$ cat config.mk
export PLATFORM = sky130hd
export DESIGN_NAME = blake2_block_buffer
export DESIGN_NICKNAME = d
export VERILOG_FILES = /design/src/rtl/blake2_block_buffer.sv
export SDC_FILE = /design/constraint.sdc
export NUM_CORES = 2
export LEC_CHECK = 0
export ABC_CLOCK_PERIOD_IN_PS = 2500
export BUFFER_PORTS_ARGS = -buffer_cell sky130_fd_sc_hd__buf_2
export CAP_MARGIN = 20
export CORE_MARGIN = 8
export CORE_UTILIZATION = 51
export DETAILED_ROUTE_END_ITERATION = 7
export PLACE_DENSITY_LB_ADDON = 0.12
export REMOVE_ABC_BUFFERS = 1
export SKIP_CTS_REPAIR_TIMING = 1
export SLEW_MARGIN = 0
export SYNTH_ARGS = -nofsm -noshare
export SYNTH_HDL_FRONTEND = slang
export SYNTH_SLANG_ARGS = --single-unit
$ cat constraint.sdc
create_clock -name clk -period 2.5 [get_ports clk]
set_input_delay 0.125 -clock clk [delete_from_list [all_inputs] [get_ports clk]]
set_output_delay 0.125 -clock clk [all_outputs]
set_load 0.01 [all_outputs]
$ cat src/rtl/blake2_block_buffer.sv
// Double-buffered BLAKE2s message block collector: bytes fill F, complete blocks move to O
// and wait on a valid/ready handshake. Optional zero padding: BLAKE2_BLOCK_ZERO_PAD_EN.
module blake2_block_buffer #(
  parameter int unsigned BLOCK_BYTES = 64
) (
  input  logic                       clk,
  input  logic                       reset,
  input  logic                       data_v_i,
  input  logic [7:0]                 data_i,
  input  logic [5:0]                 data_idx_i,
  input  logic                       block_first_i,
  input  logic                       block_last_i,
  input  logic [63:0]                ll_i,
  output logic                       blk_v_o,
  input  logic                       blk_ready_i,
  output logic [8*BLOCK_BYTES-1:0]   blk_m_o,
  output logic [63:0]                blk_t_o,
  output logic                       blk_first_o,
  output logic                       blk_last_o,
  output logic                       overflow_o
);

  localparam int unsigned BlockBits = 8 * BLOCK_BYTES;

  // StDone: F just completed, transfer decided on the following edge.
  // StPend: F full and O was busy; F moves once O has drained.
  typedef enum logic [1:0] {StFill, StDone, StPend} f_st_e;

  f_st_e                f_st_q, f_st_d;
  logic [BlockBits-1:0] f_data_q, f_data_d;
  logic                 f_first_q, f_first_d;
  logic                 f_last_q, f_last_d;
  logic [63:0]          f_t_q, f_t_d;
  logic [63:0]          t_q, t_d;

  logic                 o_v_q, o_v_d;
  logic [BlockBits-1:0] o_data_q, o_data_d;
  logic [63:0]          o_t_q, o_t_d;
  logic                 o_first_q, o_first_d;
  logic                 o_last_q, o_last_d;
  logic                 ovf_q, ovf_d;

  logic                 accept;
  logic                 o_free;
  logic                 xfer_done;
  logic                 xfer_pend;
  logic                 xfer;
  logic                 blocked;
  logic                 wr;
  logic                 complete;
  logic [63:0]          t_next;

`ifdef BLAKE2_BLOCK_ZERO_PAD_EN
  logic [5:0]           pad_r;
  assign pad_r = ll_i[5:0];
`endif

  always_comb begin
    accept    = o_v_q & blk_ready_i;
    o_free    = ~o_v_q | accept;
    xfer_done = (f_st_q == StDone) & o_free;
    xfer_pend = (f_st_q == StPend) & ~o_v_q;
    xfer      = xfer_done | xfer_pend;
    // A byte may only enter F once the completed block in F is leaving this edge.
    blocked   = (f_st_q == StPend) | ((f_st_q == StDone) & ~o_free);
    wr        = data_v_i & ~blocked;
    complete  = wr & (data_idx_i == 6'(BLOCK_BYTES - 1));
    t_next    = t_q + 64'(BLOCK_BYTES);
  end

  // Fill buffer: byte write, flag accumulation, counter and state.
  always_comb begin
    f_data_d  = f_data_q;
    f_first_d = xfer ? 1'b0 : f_first_q;
    f_last_d  = xfer ? 1'b0 : f_last_q;
    f_t_d     = f_t_q;
    t_d       = t_q;
    f_st_d    = f_st_q;

    if (wr) begin
      f_data_d[8*data_idx_i +: 8] = data_i;
      f_first_d = f_first_d | block_first_i;
      f_last_d  = f_last_d | block_last_i;
      if ((data_idx_i == 6'd0) && block_first_i) begin
        t_d = 64'd0;
      end
    end

    if (complete) begin
      f_t_d = f_last_d ? ll_i : t_next;
      t_d   = t_next;
`ifdef BLAKE2_BLOCK_ZERO_PAD_EN
      if (f_last_d && (pad_r != 6'd0)) begin
        for (int unsigned i = 0; i < BLOCK_BYTES; i++) begin
          if (6'(i) >= pad_r) begin
            f_data_d[8*i +: 8] = 8'h00;
          end
        end
      end
`endif
    end

    if (complete) begin
      f_st_d = StDone;
    end else if (xfer) begin
      f_st_d = StFill;
    end else if (f_st_q == StDone) begin
      f_st_d = StPend;
    end
  end

  // Output buffer and sticky overflow.
  always_comb begin
    o_v_d     = o_v_q;
    o_data_d  = o_data_q;
    o_t_d     = o_t_q;
    o_first_d = o_first_q;
    o_last_d  = o_last_q;
    if (xfer) begin
      o_v_d     = 1'b1;
      o_data_d  = f_data_q;
      o_t_d     = f_t_q;
      o_first_d = f_first_q;
      o_last_d  = f_last_q;
    end else if (accept) begin
      o_v_d = 1'b0;
    end
    ovf_d = ovf_q | (data_v_i & blocked);
  end

  always_ff @(posedge clk) begin
    if (reset) begin
      f_st_q    <= StFill;
      f_data_q  <= '0;
      f_first_q <= 1'b0;
      f_last_q  <= 1'b0;
      f_t_q     <= 64'd0;
      t_q       <= 64'd0;
      o_v_q     <= 1'b0;
      o_data_q  <= '0;
      o_t_q     <= 64'd0;
      o_first_q <= 1'b0;
      o_last_q  <= 1'b0;
      ovf_q     <= 1'b0;
    end else begin
      f_st_q    <= f_st_d;
      f_data_q  <= f_data_d;
      f_first_q <= f_first_d;
      f_last_q  <= f_last_d;
      f_t_q     <= f_t_d;
      t_q       <= t_d;
      o_v_q     <= o_v_d;
      o_data_q  <= o_data_d;
      o_t_q     <= o_t_d;
      o_first_q <= o_first_d;
      o_last_q  <= o_last_d;
      ovf_q     <= ovf_d;
    end
  end

  assign blk_v_o     = o_v_q;
  assign blk_m_o     = o_data_q;
  assign blk_t_o     = o_t_q;
  assign blk_first_o = o_first_q;
  assign blk_last_o  = o_last_q;
  assign overflow_o  = ovf_q;

endmodule

==> flow_summary.toml <==
[run_status]
status = "finished, violations left"
violations = "negative hold slack"

[job]
cap_violations = 0

[worst_setup_path]
crit_chain = "ha_4, nand3_1, or4_4, buf_4, or4_4, nor2b_1, o21ai_0, o31ai_1"
critPathMostFrequentCell = "or4_4"
worst-r2r-setup-slack_ps = 70
cp_slowest_stage_delay_ps = 580
critPathMaxFanout = 5
cp-end-kind = "register"
arrival_ps = 3000
r2r_start = "t_q[7]$_SDFFE_PP0P_"
reg2reg_depth = 8
required_ps = 3070
r2r-end = "t_q[30]$_SDFFE_PP0P_"
critPathSlowestCell = "or4_4"
path_class = "register to register"
cp-start-kind = "register"

[timing]
finalCritPeriodShare_pct = 97.1
drv_slew = 0
timing.slew.headroom_pct = 30.1
hold_viol = 2
tightest_slew_ps = 1050
rsz0062_at_grt = "true"
fmax_mhz = 412
period_minus_slack_ps = 2430
finalSetupViolCount = 0
tns_ps = 0
hold_slack_ps = -22.3
fin_worst_skew_ps = 26.7
final.setup.worst_slack_ps = 73.7

[routing]
route.met2.wl_um = 72400
route.detailed.drc = 0
wl_per_cell_um = 20.4
routed_wl_um = 154000
vias = 41700
drt_iter0_drc = 3313
dr.max_layer_used = "met4"
wl_met3_um = 10900
ant_nets = 0
via_per_inst = 5.53
dr.pass1.iters = 6
met1_length_um = 63900

[logic_synthesis]
synth_cells = 5553
synthArstFlopShare_pct = 0
synth_edf_count = 0
synth_flop_cell = "dfxtp_1"
yosysSeqAreaShare_pct = 53.5
synth_seq_cells = 1218
synth.distinct_cells = 59
yosysWarnings = 0
synth_area_leader_cell = "dfxtp_1"
syn_area_per_cell_um2 = 8.20
synth_area_leaders = "dfxtp_1, nand2_1, a21oi_1, mux2i_1, clkbuf_1"
syn-cell-area_um2 = 45600
synth_top_area_share_pct = 53.5

[layout]
final-instance-count-excl-fill = 7546
fin_util_pct = 64.1
drive_above_1_share_pct = 19.0
nets = 6365
fill_cells = 7693
multi_input_area_um2 = 19700
area_growth_pct = 24.6
seq_area_um2 = 24400

[die]
die_x_um = 315
core.rowCount = 109
die_area_um2 = 99100
start_util_pct = 51.5
die_y_um = 315
core_um2 = 88500
ioPinCount = 664

[clocking]
cts-htree-levels = 3
numCtsBuffers = 120
clkTransAtPathRegs_ps = 60
cts_num_sinks = 1218
cts_tree = "yes"
cts-root-buf = "clkbuf_16"
clk_latency_ps = 710
cts_buffer_depth = 3

[global_route]
overflow = 0
first_global_vias = 39500
grt_max_degree = 221
grt_first_pass_wirelength_um = 233000
grt_use_total_pct = 29.3
grt_antenna_before_repair = 3

[placement]
dp.cells = 7244
place.gp.congestion = 0.891
dp_slack_ps = -109
port_buffers = 663
dp_hpwl_um = 107000

[min_path]
hold_depth = 3
hold_path_end = "f_t_q[56]$_SDFFE_PP0P_"
hp-start = "ll_i[56]"
hp-class = "primary input to register"

[power]
peakVddDrop_mv = 0.602
p_per_area_nw_per_um2 = 691
p_leak_nw = 23.0
[cells by family (layout without fill, tap and decap cells)]
family	Yosys count	in the layout	synth area share [%]
AO/OA/AOI/OAI	1085	1085	12.8
XOR/XNOR	60	60	1.15
adder cells (fa/ha/maj)	4	4	0.110
buffers and inverters	442	1265	3.69
flip-flops	1218	1218	53.5
multiplexers	254	254	5.58
other	0	5	0
AND/OR/NAND/NOR	2490	2490	23.1
[synthesized netlist by cell type (3+ instances only)]
| cell type | count |
|---|---|
| nor2b_1 | 6 |
| inv_1 | 9 |
| buf_2 | 16 |
| and2_1 | 37 |
| nor3_1 | 27 |
| a311oi_1 | 3 |
| a22oi_1 | 25 |
| a31oi_1 | 12 |
| a22o_1 | 11 |
| a21oi_1 | 800 |
| o21ai_0 | 120 |
| ha_1 | 4 |
| nor4_4 | 3 |
| xnor2_1 | 29 |
| o221ai_1 | 3 |
| and2_0 | 3 |
| nor2_1 | 260 |
| or2_2 | 6 |
| clkbuf_1 | 394 |
| nand4_1 | 57 |
| buf_1 | 22 |
| o22ai_1 | 17 |
| nand3b_1 | 5 |
| o21a_1 | 3 |
| and4_1 | 16 |
| a21o_1 | 4 |
| and3_1 | 46 |
| nand3_1 | 284 |
| dfxtp_1 | 1218 |
| mux2i_1 | 254 |
| or4_1 | 14 |
| a211oi_1 | 11 |
| o31ai_1 | 49 |
| nand2_1 | 1667 |
| o211ai_1 | 7 |
| nor4_2 | 3 |
| a31o_2 | 5 |
| nand2b_1 | 10 |
| a2111oi_0 | 3 |
| nor4_1 | 13 |
| xor2_1 | 31 |
| or3_1 | 23 |
[state kept, by name, indices dropped and copies added (netlist names)]
signal / count
blk_t_o: 64
blk_last_o: 1
blk_first_o: 1
f_t_q: 64
f_first_q: 1
t_q: 58
blk_v_o: 1
f_st_q: 2
f_data_q: 512
blk_m_o: 512
f_last_q: 1
overflow_o: 1
[final cells by class]
class,instances,share of cell area (%)
sequential,1218,43.0
multi-input combinational,3893,34.7
timing repair buffer,1034,12.6
clock buffer,182,6.30
tap,1165,2.57
clock inverter,39,0.756
inverter,10,0.0749
antenna,5,0.0220
[cells in the final DEF (no fill, tap or decap), drive strengths merged, types with 5 or more instances in the layout]
| cell type | n |
|---|---|
| nor3 | 29 |
| buf | 960 |
| a21oi | 800 |
| o211ai | 7 |
| nor4 | 19 |
| a211oi | 11 |
| o21ai | 122 |
| dfxtp | 1218 |
| mux2i | 254 |
| and2 | 40 |
| and3 | 46 |
| nand4 | 57 |
| a31oi | 12 |
| xnor2 | 29 |
| clkbuf | 182 |
| nand2 | 1668 |
| nand3 | 285 |
| a22o | 11 |
| dlygate4sd3 | 74 |
| or4 | 15 |
| or3 | 23 |
| o31ai | 49 |
| nor2b | 6 |
| and4 | 16 |
| nor2 | 260 |
| clkinvlp | 5 |
| xor2 | 31 |
| bufinv | 6 |
| clkinv | 25 |
| o22ai | 17 |
| or2 | 6 |
| diode | 5 |
| a22oi | 25 |
| a31o | 5 |
| nand2b | 10 |
| nand3b | 5 |
| inv | 13 |
[stage by stage]
stage | cell area (µm²) | total power [W] | hold WS [ps]
2_1_floorplan | 43900 | 0.0203 | 194
6_report | 56800 | 0.0392 | -22.3
3_5_place_dp | 51900 | 0.0213 | 379
3_3_place_gp | 51900 | 0.0213 | 363
4_1_cts | 55900 | 0.0394 | -398
5_1_grt | 56800 | 0.0404 | 7.10
[per-layer routing]
| layer | track usage (%) | up-vias |
|---|---|---|
| met5 | 0 | - |
| met4 | 13.0 | 0 |
| met3 | 6.07 | 338 |
| met2 | 48.2 | 1343 |
| met1 | 37.2 | 19900 |
| li1 | - | 20100 |
[critical path: cells and delay by family (launching register included)]
kind                     cells  cell delay (ps)
adder cells (fa/ha/maj)      1              160
buffers and inverters        1              160
AO/OA/AOI/OAI                2              260
flip-flops                   1              350
AND/OR/NAND/NOR              4             1370
[power breakdown]
group | switching (W) | internal (W) | total, W
Sequential | 0.00000759 | 0.0194 | 0.0194
Clock | 0.00776 | 0.0105 | 0.0182
Combinational | 0.00112 | 0.000453 | 0.00157
[how the worst max path moves through the flow]
stage / from / endpoint / slack, ps / depth (start not counted)
6_report: t_q[7]$_SDFFE_PP0P_ / t_q[30]$_SDFFE_PP0P_ / 70 / 8
4_1_cts: t_q[6]$_SDFFE_PP0P_ / t_q[30]$_SDFFE_PP0P_ / -110 / 8
2_1_floorplan: blk_v_o$_SDFFE_PP0P_ / f_t_q[55]$_SDFFE_PP0P_ / -33060 / 5
3_5_place_dp: t_q[6]$_SDFFE_PP0P_ / t_q[30]$_SDFFE_PP0P_ / -110 / 8
5_1_grt: t_q[7]$_SDFFE_PP0P_ / f_t_q[62]$_SDFFE_PP0P_ / -10 / 9
3_3_place_gp: t_q[6]$_SDFFE_PP0P_ / t_q[30]$_SDFFE_PP0P_ / -100 / 8
No activity file was read; power rests on OpenSTA's default activity.
